**config.mk**
```make
export PLATFORM = sky130hd
export DESIGN_NAME = i2c_reg_slave
export DESIGN_NICKNAME = d
export VERILOG_FILES = /design/src/rtl/i2c_reg_slave.sv
export SDC_FILE = /design/constraint.sdc
export NUM_CORES = 1
export LEC_CHECK = 0
export CORE_MARGIN = 1
export CORE_UTILIZATION = 55
export DETAILED_ROUTE_END_ITERATION = 10
export PLACE_DENSITY_LB_ADDON = 0.2
export SETUP_SLACK_MARGIN = 0.05
export SLEW_MARGIN = 15
export SYNTH_ARGS = -nofsm -noshare
export SYNTH_HDL_FRONTEND = slang
export SYNTH_SLANG_ARGS = --single-unit
```
**constraint.sdc**
```tcl
create_clock -name clk -period 2.8 [get_ports clk]
set_clock_uncertainty 0.1 [all_clocks]
set_input_delay 0.42 -clock clk [delete_from_list [all_inputs] [get_ports clk]]
set_output_delay 0.42 -clock clk [all_outputs]
set_load 0.02 [all_outputs]
```
**src/rtl/i2c_reg_slave.sv**
```systemverilog
`timescale 1ns/1ps
// i2c_reg_slave: oversampled I2C slave giving pointer-addressed access to a register bank.
// Ports:
//   clk, reset         system clock; synchronous active-low reset
//   en                 enables matching of new address bytes
//   my_addr            own 7-bit slave address
//   scl_i, sda_i       raw (asynchronous) pad inputs
//   sda_oe             1 pulls SDA low (open-drain pad)
//   reg_addr           current register pointer
//   reg_rdata          read data for reg_addr (combinational from the bank)
//   reg_wr, reg_wdata  one-clk write strobe and its data
//   busy               addressed transaction in progress
module i2c_reg_slave #(
    parameter  int unsigned ADDR_W = 7,
    parameter  int unsigned N_REGS = 16,
    parameter  int unsigned FILT   = 3,
    localparam int unsigned PTR_W  = $clog2(N_REGS)
) (
    input  logic              clk,
    input  logic              reset,
    input  logic              en,
    input  logic [ADDR_W-1:0] my_addr,
    input  logic              scl_i,
    input  logic              sda_i,
    output logic              sda_oe,
    output logic [PTR_W-1:0]  reg_addr,
    input  logic [7:0]        reg_rdata,
    output logic              reg_wr,
    output logic [7:0]        reg_wdata,
    output logic              busy
);

    localparam int unsigned   CNT_W    = (FILT > 1) ? $clog2(FILT) : 1;
    localparam logic [8:0]    N_REGS_9 = 9'(N_REGS);
    localparam logic [PTR_W-1:0] PTR_MAX = PTR_W'(N_REGS - 1);

    typedef enum logic [3:0] {
        IDLE, ADDR, ACK_A, PTR, WR, ACK_D, RD, RD_ACK, RD_WAIT
    } state_t;

    // Bit 0 carries SCL, bit 1 carries SDA through the conditioning pipeline.
    logic [1:0]       sync1_q, sync2_q, filt_q, filt_prev_q;
    logic [CNT_W-1:0] cnt_q [2];

    // Synchroniser plus run-length glitch filter; idle bus level is high.
    always_ff @(posedge clk) begin
        if (!reset) begin
            sync1_q     <= 2'b11;
            sync2_q     <= 2'b11;
            filt_q      <= 2'b11;
            filt_prev_q <= 2'b11;
            for (int i = 0; i < 2; i++) cnt_q[i] <= '0;
        end else begin
            sync1_q     <= {sda_i, scl_i};
            sync2_q     <= sync1_q;
            filt_prev_q <= filt_q;
            for (int i = 0; i < 2; i++) begin
                if (sync2_q[i] == filt_q[i]) begin
                    cnt_q[i] <= '0;
                end else if (cnt_q[i] == CNT_W'(FILT - 1)) begin
                    filt_q[i] <= sync2_q[i];
                    cnt_q[i]  <= '0;
                end else begin
                    cnt_q[i] <= cnt_q[i] + 1'b1;
                end
            end
        end
    end

    logic             scl_rise, scl_fall, start_ev, stop_ev, sda_s;
    logic [7:0]       rx_byte;
    logic [PTR_W-1:0] ptr_inc;

    // Single-clk bus events on the filtered lines.
    assign scl_rise = filt_q[0] & ~filt_prev_q[0];
    assign scl_fall = ~filt_q[0] & filt_prev_q[0];
    assign start_ev = filt_q[0] & filt_prev_q[0] & filt_prev_q[1] & ~filt_q[1];
    assign stop_ev  = filt_q[0] & filt_prev_q[0] & ~filt_prev_q[1] & filt_q[1];
    assign sda_s    = filt_q[1];

    state_t           state_q, state_d;
    logic [2:0]       bitcnt_q, bitcnt_d;
    logic [7:0]       shift_q, shift_d;
    logic [PTR_W-1:0] ptr_q, ptr_d;
    logic             sda_oe_q, sda_oe_d;
    logic             reg_wr_q, reg_wr_d;
    logic [7:0]       reg_wdata_q, reg_wdata_d;
    logic             busy_q, busy_d;
    logic             rw_q, rw_d;
    // In ACK states: 0 before the fall that starts the ACK, 1 while driving it.
    // In RD_ACK: 1 once the master ACK has been sampled.
    logic             phase_q, phase_d;

    assign rx_byte = {shift_q[6:0], sda_s};
    assign ptr_inc = (ptr_q == PTR_MAX) ? '0 : ptr_q + 1'b1;

    // State register.
    always_ff @(posedge clk) begin
        if (!reset) begin
            state_q     <= IDLE;
            bitcnt_q    <= '0;
            shift_q     <= '0;
            ptr_q       <= '0;
            sda_oe_q    <= 1'b0;
            reg_wr_q    <= 1'b0;
            reg_wdata_q <= '0;
            busy_q      <= 1'b0;
            rw_q        <= 1'b0;
            phase_q     <= 1'b0;
        end else begin
            state_q     <= state_d;
            bitcnt_q    <= bitcnt_d;
            shift_q     <= shift_d;
            ptr_q       <= ptr_d;
            sda_oe_q    <= sda_oe_d;
            reg_wr_q    <= reg_wr_d;
            reg_wdata_q <= reg_wdata_d;
            busy_q      <= busy_d;
            rw_q        <= rw_d;
            phase_q     <= phase_d;
        end
    end

    // Next-state and output logic.
    always_comb begin
        state_d     = state_q;
        bitcnt_d    = bitcnt_q;
        shift_d     = shift_q;
        ptr_d       = ptr_q;
        sda_oe_d    = sda_oe_q;
        reg_wr_d    = 1'b0;
        reg_wdata_d = reg_wdata_q;
        busy_d      = busy_q;
        rw_d        = rw_q;
        phase_d     = phase_q;

        // The pointer advances in the clk during which the write strobe is high.
        if (reg_wr_q) ptr_d = ptr_inc;

        if (stop_ev) begin
            state_d  = IDLE;
            busy_d   = 1'b0;
            sda_oe_d = 1'b0;
            bitcnt_d = '0;
            phase_d  = 1'b0;
        end else if (start_ev) begin
            state_d  = ADDR;
            sda_oe_d = 1'b0;
            bitcnt_d = '0;
            phase_d  = 1'b0;
        end else begin
            case (state_q)
                ADDR: if (scl_rise) begin
                    shift_d  = rx_byte;
                    bitcnt_d = bitcnt_q + 3'd1;
                    if (bitcnt_q == 3'd7) begin
                        if (rx_byte[7:1] == 7'(my_addr) && en) begin
                            state_d = ACK_A;
                            busy_d  = 1'b1;
                            rw_d    = rx_byte[0];
                        end else begin
                            state_d = IDLE;
                            busy_d  = 1'b0;
                        end
                    end
                end
                ACK_A: if (scl_fall) begin
                    if (!phase_q) begin
                        sda_oe_d = 1'b1;
                        phase_d  = 1'b1;
                    end else begin
                        phase_d  = 1'b0;
                        bitcnt_d = '0;
                        if (rw_q) begin
                            shift_d  = reg_rdata;
                            sda_oe_d = ~reg_rdata[7];
                            state_d  = RD;
                        end else begin
                            sda_oe_d = 1'b0;
                            state_d  = PTR;
                        end
                    end
                end
                PTR: if (scl_rise) begin
                    shift_d  = rx_byte;
                    bitcnt_d = bitcnt_q + 3'd1;
                    if (bitcnt_q == 3'd7) begin
                        if ({1'b0, rx_byte} < N_REGS_9) begin
                            ptr_d   = rx_byte[PTR_W-1:0];
                            state_d = ACK_D;
                        end else begin
                            state_d = IDLE;
                        end
                    end
                end
                WR: if (scl_rise) begin
                    shift_d  = rx_byte;
                    bitcnt_d = bitcnt_q + 3'd1;
                    if (bitcnt_q == 3'd7) begin
                        reg_wr_d    = 1'b1;
                        reg_wdata_d = rx_byte;
                        state_d     = ACK_D;
                    end
                end
                ACK_D: if (scl_fall) begin
                    if (!phase_q) begin
                        sda_oe_d = 1'b1;
                        phase_d  = 1'b1;
                    end else begin
                        sda_oe_d = 1'b0;
                        phase_d  = 1'b0;
                        bitcnt_d = '0;
                        state_d  = WR;
                    end
                end
                RD: if (scl_fall) begin
                    if (bitcnt_q == 3'd7) begin
                        sda_oe_d = 1'b0;
                        phase_d  = 1'b0;
                        state_d  = RD_ACK;
                    end else begin
                        shift_d  = {shift_q[6:0], 1'b0};
                        sda_oe_d = ~shift_q[6];
                        bitcnt_d = bitcnt_q + 3'd1;
                    end
                end
                RD_ACK: begin
                    if (!phase_q) begin
                        if (scl_rise) begin
                            if (!sda_s) begin
                                ptr_d   = ptr_inc;
                                phase_d = 1'b1;
                            end else begin
                                state_d = RD_WAIT;
                            end
                        end
                    end else if (scl_fall) begin
                        phase_d  = 1'b0;
                        bitcnt_d = '0;
                        shift_d  = reg_rdata;
                        sda_oe_d = ~reg_rdata[7];
                        state_d  = RD;
                    end
                end
                default: ;
            endcase
        end
    end

    assign sda_oe    = sda_oe_q;
    assign reg_addr  = ptr_q;
    assign reg_wr    = reg_wr_q;
    assign reg_wdata = reg_wdata_q;
    assign busy      = busy_q;

endmodule

```
## After elaboration in Yosys (flattened, before gate mapping)

Memories as Yosys holds them, arrays and structs flattened.
Index checks and enable logic that the tools add are counted.
Widths: inputs -> output; s select.

| word-level totals | value |
|---|---|
| bits of input ports | 20 |
| flip-flop bits (word level) | 39 |
| memories kept | 1 |
| memory bits (writable) | 4 |
| output and inout bits | 15 |

| cells by class | value |
|---|---|
| multiplexer cells | 97 |
| bitwise operators | 26 |
| reduce and logical (&&, ||, !) cells | 23 |
| equal/unequal tests | 51 |
| $lt $le $gt $ge | 1 |
| add/subtract/negate cells | 4 |

Memories:

| memory | words | bits a word | rd ports | clocked after Yosys merged registers in | write ports | RTL line | source |
|---|---|---|---|---|---|---|---|
| cnt_q | 2 | 2 | 2 | 0 | 2 | 43 | `logic [CNT_W-1:0] cnt_q [2];` |

Operators with widths:

| cell | count |
|---|---|
| $mux 4 | 26 |
| $mux 7 | 8 |
| $ne 3x3->1 const B | 15 |
| $mux 1 | 41 |
| $ne 2x2->1 const B | 16 |
| $reduce_and 16->1 | 2 |
| $pmux 4 s7 | 1 |
| $pmux 7 s4 | 1 |
| $mux 3 | 9 |
| $eq 4x3->1 const B | 4 |
| $mux 2 | 7 |
| $not 1->1 | 13 |
| $ne 4x4->1 const B | 3 |
| $pmux 3 s4 | 1 |
| $reduce_and 6->1 | 2 |
| $reduce_bool 4->1 | 3 |
| $reduce_and 11->1 | 1 |
| $eq 4x2->1 const B | 2 |
| $lt 8x5->1 const B | 1 |
| $pmux 4 s2 | 1 |
| $reduce_and 4->1 | 2 |
| $reduce_and 8->1 | 1 |
| $reduce_bool 8->1 | 1 |
| $and 1x1->1 | 7 |
| 21 further kinds | 34 |

## Logic depth before layout (Yosys ltp)

| logic depth | value |
|---|---|
| word-level depth | 9 |
| depth in mapped cells | 9 |

## Worst setup path before layout

No wires, ideal clock.

| timing | value |
|---|---|
| kind | register to register |
| start point | register bitcnt_q[0] |
| end point | register rw_q |
| path buffers | 1 |
| arrival | 1.816 ns |
| slack | 0.757 ns |
| period minus slack after synthesis | 2.043 ns |
| cell stages (with the launch flop) | 9 |
| cells stage by stage | dfxtp_1 -> ha_1 -> ha_1 -> clkbuf_1 -> nand3b_1 -> or4_1 -> nor4_2 -> mux2i_1 -> nor2_1 |

| on the way | value |
|---|---|
| longest elaborated chain between the ends | 2 |

Ends and longest elaborated chain:

| item | RTL line | source |
|---|---|---|
| start: declaration | 82 | `logic [2:0] bitcnt_q, bitcnt_d;` |
| start signal: assignment | 112 | `bitcnt_q <= bitcnt_d;` |
| $eq 3x3->1 | 156 | `if (bitcnt_q == 3'd7) begin` |
| $reduce_and 6->1 (no source line) | n/a |  |
| end signal: assignment | 119 | `rw_q <= rw_d;` |
| end: declaration | 89 | `logic rw_q, rw_d;` |

Every way passes these cells.
A chain may end at the register's enable or synchronous reset.

## Worst setup path in the final report

| timing | value |
|---|---|
| start point | register state_q[2] |
| end point | register shift_q[0] |

| on the way | value |
|---|---|
| longest elaborated chain between the ends | 4 |
| elaborated cells on any way between the ends | 18 |
| those cells by class | eq/ne (14); mux (1); reduce/logical (3) |

Ends and longest elaborated chain:

| item | RTL line | source |
|---|---|---|
| start: declaration | 81 | `state_t state_q, state_d;` |
| start signal: assignment | 111 | `state_q <= state_d;` |
| $eq 4x3->1 (tied with other cells) | 152 | `case (state_q)` |
| $reduce_or 3->1 (no source line) | n/a |  |
| $reduce_bool 4->1 (no source line) / $ne 2x1->1 (equally long branches) | n/a |  |
| $reduce_and 11->1 (no source line) | n/a |  |
| end signal: assignment | 113 | `shift_q <= shift_d;` |
| end: declaration | 83 | `logic [7:0] shift_q, shift_d;` |

Several ways; a longest one is shown, not always the timed one.

==> impl_metrics.yaml <==
finish:
  drive_gt1_share_pct: 8.735
  area_delta_synth_final_pct: 18.81
  n_fill_cell: 364
  antenna_cells: 0
  fin_cells: 384
  nets: 356
floorplan:
  fp.coreArea_sq_um: 4414
  rows: 24
  die-area_sq_um: 4920
  start_util_pct: 57.85
  die_h_microns: 70.14
  die_w_microns: 70.14
  io_pins: 35
route:
  drc: 0
  avgViaCountPerCell: 6.089
  ant_nets: 0
  drt-pass1-iter-count: 5
  drtIter0Drc: 279
  via_count: 2338
  wire_per_inst_microns: 15.92
  drt-total-wl_mm: 6.112
timing:
  rsz0062_at_grt: "no"
  tightest_slew_ns: 1.164
  final-setup-viol-count: 0
  tns_ns: 0
  post-route-min-period_ns: 2.507
  max_freq_mhz: 398.8
  finalHoldViolations: 0
  relSlewSlack_pct: 21.78
  drv_slew: 0
  period_share_pct: 89.54
critical_path:
  path_depth: 5
  timing.rr.end: "shift_q[0]$_SDFFE_PN0P_"
  crit_chain: "nand2b_1, a21oi_1, nor4_2, o311a_1, nor3_1"
  cp-endpoint: "shift_q[0]$_SDFFE_PN0P_"
  critPathArrivalTime_ns: 2.59
  crit_family: "simple AND/OR/NAND/NOR gates"
  crit_buf_inv: 0
  startpoint: "state_q[2]$_SDFFE_PP0P_"
  r2r-start: "state_q[2]$_SDFFE_PP0P_"
  worstRegToRegCells: 5
  cp_max_fo: 14
  r2r_setup_slack_ns: 0.29
  slowest_stage: "nor4_2"
  critPathLaunchType: "flop"
  slowest_delay_ns: 1.01
  end_kind: "flop"
  crit_required_ns: 2.88
  critical_path_class: "flop to flop"
synthesis:
  ys_top_cells_by_area: "dfxtp_1, mux2i_1, nor2_1"
  async_flop_share_pct: 0
  synth_cell_types: 63
  yosysTopAreaCell: "dfxtp_1"
  syn_inst: 297
  ys_seq_elements: 43
  postSynthAreaPerCell_sq_um: 8.598
  yosysSeqAreaShare_pct: 35.28
  ys.flop_type: "dfxtp_1"
  yosysWarnings: 0
  synth_top_area_share_pct: 30.57
  netlist_area_sq_um: 2554
  synth_edf_count: 4
global_routing:
  grt_usage_pct: 26.29
  grt_pass1_vias: 2143
  overflow: 0
  antenna_found_initial: 0
  grt_pass1_wl_mm: 10.28
  grt_max_degree: 19
pwr:
  seqPwrFrac_pct: 51.7
  p_clk_share_pct: 39.1
  pwr-share-comb_pct: 9.2
  power_switching_uw: 288.6
  switching_share_pct: 23.27
  ir_worst_vdd_mv: 0.3179
  power.leakage_uw: 0.001178
  power.density_nw_per_um2: 408.8
  internal_power_uw: 951.7
clock_network:
  cts_hold_buffers: 0
  insertion_delay_ns: 0.29
  htreeDepth: 2
  tritoncts: "yes"
  cts_setup_buffers: 0
  ctsResizeCount: 0
  cts_buffers: 5
  clk_pin_slew_worst_paths_ns: 0.09
  cts_root_buf: "clkbuf_8"
  cts_max_path_buffers: 2
  cts_sinks: 43
worst_hold_path:
  hold_class: "flop to flop"
  whs_path_depth: 1
placement:
  portBuffers: 34
  placedCellCount: 376
  place_congestion: 0.9844
  dp.final_hpwl_mm: 4.439
status:
  status: "finished clean"
flow_run:
  drv_cap: 0
-- state kept, by name, summed over array words and instances, names as in the netlist, 2 cells and up --
register	count
bitcnt_q	3
cnt_q	4
filt_prev_q	2
filt_q	2
reg_addr	4
reg_wdata	8
shift_q	7
state_q	4
sync1_q	2
sync2_q	2
-- synthesized netlist by cell type, types with 2 or more instances --
| library cell | count |
|---|---|
| o21ai_0 | 8 |
| dfxtp_1 | 39 |
| o32ai_1 | 3 |
| nand2b_1 | 14 |
| buf_6 | 2 |
| edfxtp_1 | 4 |
| a311oi_1 | 2 |
| mux2i_1 | 21 |
| o31ai_1 | 3 |
| o31a_1 | 2 |
| nand3b_1 | 2 |
| a211oi_1 | 7 |
| nor4_1 | 4 |
| clkbuf_1 | 5 |
| and3b_1 | 3 |
| buf_4 | 7 |
| a31oi_1 | 4 |
| nand4_1 | 3 |
| nor4_2 | 2 |
| buf_2 | 5 |
| and3_1 | 2 |
| or4_1 | 2 |
| nor2b_1 | 2 |
| a21o_1 | 4 |
| nand2_1 | 22 |
| inv_1 | 13 |
| nor3b_1 | 2 |
| nand3_1 | 4 |
| nor3_1 | 3 |
| a21oi_1 | 17 |
| or2_2 | 3 |
| nor2_1 | 35 |
| o221ai_1 | 2 |
| ha_1 | 5 |
| or3_1 | 2 |
| xnor2_1 | 12 |
-- kinds of logic (layout without fill, tap and decap cells) --
logic type | count (synthesis) | count (layout) | share of synthesized area (%)
muxes | 22 | 22 | 8.672
other | 1 | 4 | 0.1468
xor gates and xnor gates | 13 | 13 | 4.459
adders and majority gates | 5 | 5 | 2.450
and+or+nand+nor | 111 | 111 | 22.88
DFF | 43 | 43 | 35.28
AOI/OAI and AO/OA | 69 | 69 | 19.40
buffers and inverters | 33 | 65 | 6.712
-- worst reg2reg max path, cell delays in order, from the launching register on --
cell	delay (ns)
dfxtp_1	0.58
nand2b_1	0.23
a21oi_1	0.12
nor4_2	1.01
o311a_1	0.32
nor3_1	0.04
-- final cells by class --
| cell class | count | area [sq um] | share of cell area, % |
|---|---|---|---|
| clock buffer | 5 | 68.82 | 2.268 |
| clock inverter | 3 | 42.54 | 1.402 |
| inverter | 13 | 48.80 | 1.608 |
| multi-input combinational | 224 | 1493 | 49.20 |
| sequential | 43 | 900.9 | 29.69 |
| tap | 52 | 65.06 | 2.144 |
| timing repair buffer | 44 | 415.4 | 13.69 |
-- power groups by stage --
stage	combinational, uW	sequential, uW	clock, uW
floorplan	75.4	649	0
global placement	112	655	0
detailed placement	113	656	0
CTS	113	641	489
global route	124	643	513
finish	115	641	485
-- metal layers --
layer  vias up  share of wire (%)  GRT usage, %  wire length (microns)
met5         -                  0             0                      0
met4         0                1.5         8.667                     89
met3         9                6.2         4.618                    381
met2       104                 46         41.67                   2820
met1      1091                 46         36.21                   2820
li1       1134                  -             -                      -
-- metrics by stage --
| stage | total power (uW) | hold slack [ns] | utilization, % | worst slack [ns] | instance area [sq um] |
|---|---|---|---|---|---|
| global route | 1281 | 0.3566 | 68.74 | 0.1136 | 3034 |
| CTS | 1243 | 0.3176 | 68.74 | 0.3399 | 3034 |
| global placement | 767.2 | 0.2908 | 66.21 | 0.4135 | 2923 |
| finish | 1240 | 0.3151 | 68.74 | 0.2928 | 3034 |
| detailed placement | 768.3 | 0.2957 | 66.21 | 0.3436 | 2923 |
| floorplan | 724.1 | 0.2863 | - | 0.7567 | 2565 |
-- cells in the final DEF, fill, tap and decap left out, types with 3 or more instances in the layout --
| master | instances |
|---|---|
| buf_4 | 10 |
| or2_2 | 3 |
| nor2_1 | 35 |
| dfxtp_1 | 39 |
| o21ai_0 | 8 |
| edfxtp_1 | 4 |
| o31ai_1 | 3 |
| a31oi_1 | 4 |
| nor3_1 | 3 |
| mux2i_1 | 21 |
| o32ai_1 | 3 |
| a21o_1 | 4 |
| and3b_1 | 3 |
| clkbuf_8 | 5 |
| nand2b_1 | 14 |
| inv_1 | 13 |
| nand4_1 | 3 |
| clkdlybuf4s50_1 | 34 |
| xnor2_1 | 12 |
| nand3_1 | 4 |
| nor4_1 | 4 |
| a21oi_1 | 17 |
| ha_1 | 5 |
| conb_1 | 4 |
| a211oi_1 | 7 |
| nand2_1 | 22 |
-- how the worst min path moves through the flow --
stage,start,endpoint
floorplan,sync1_q[0]$_SDFF_PN1_,sync2_q[0]$_SDFF_PN1_
global placement,sync1_q[1]$_SDFF_PN1_,sync2_q[1]$_SDFF_PN1_
detailed placement,sync1_q[0]$_SDFF_PN1_,sync2_q[0]$_SDFF_PN1_
CTS,sync1_q[0]$_SDFF_PN1_,sync2_q[0]$_SDFF_PN1_
global route,sync1_q[1]$_SDFF_PN1_,sync2_q[1]$_SDFF_PN1_
finish,sync1_q[0]$_SDFF_PN1_,sync2_q[0]$_SDFF_PN1_
Power figures use the tool's default switching activity.
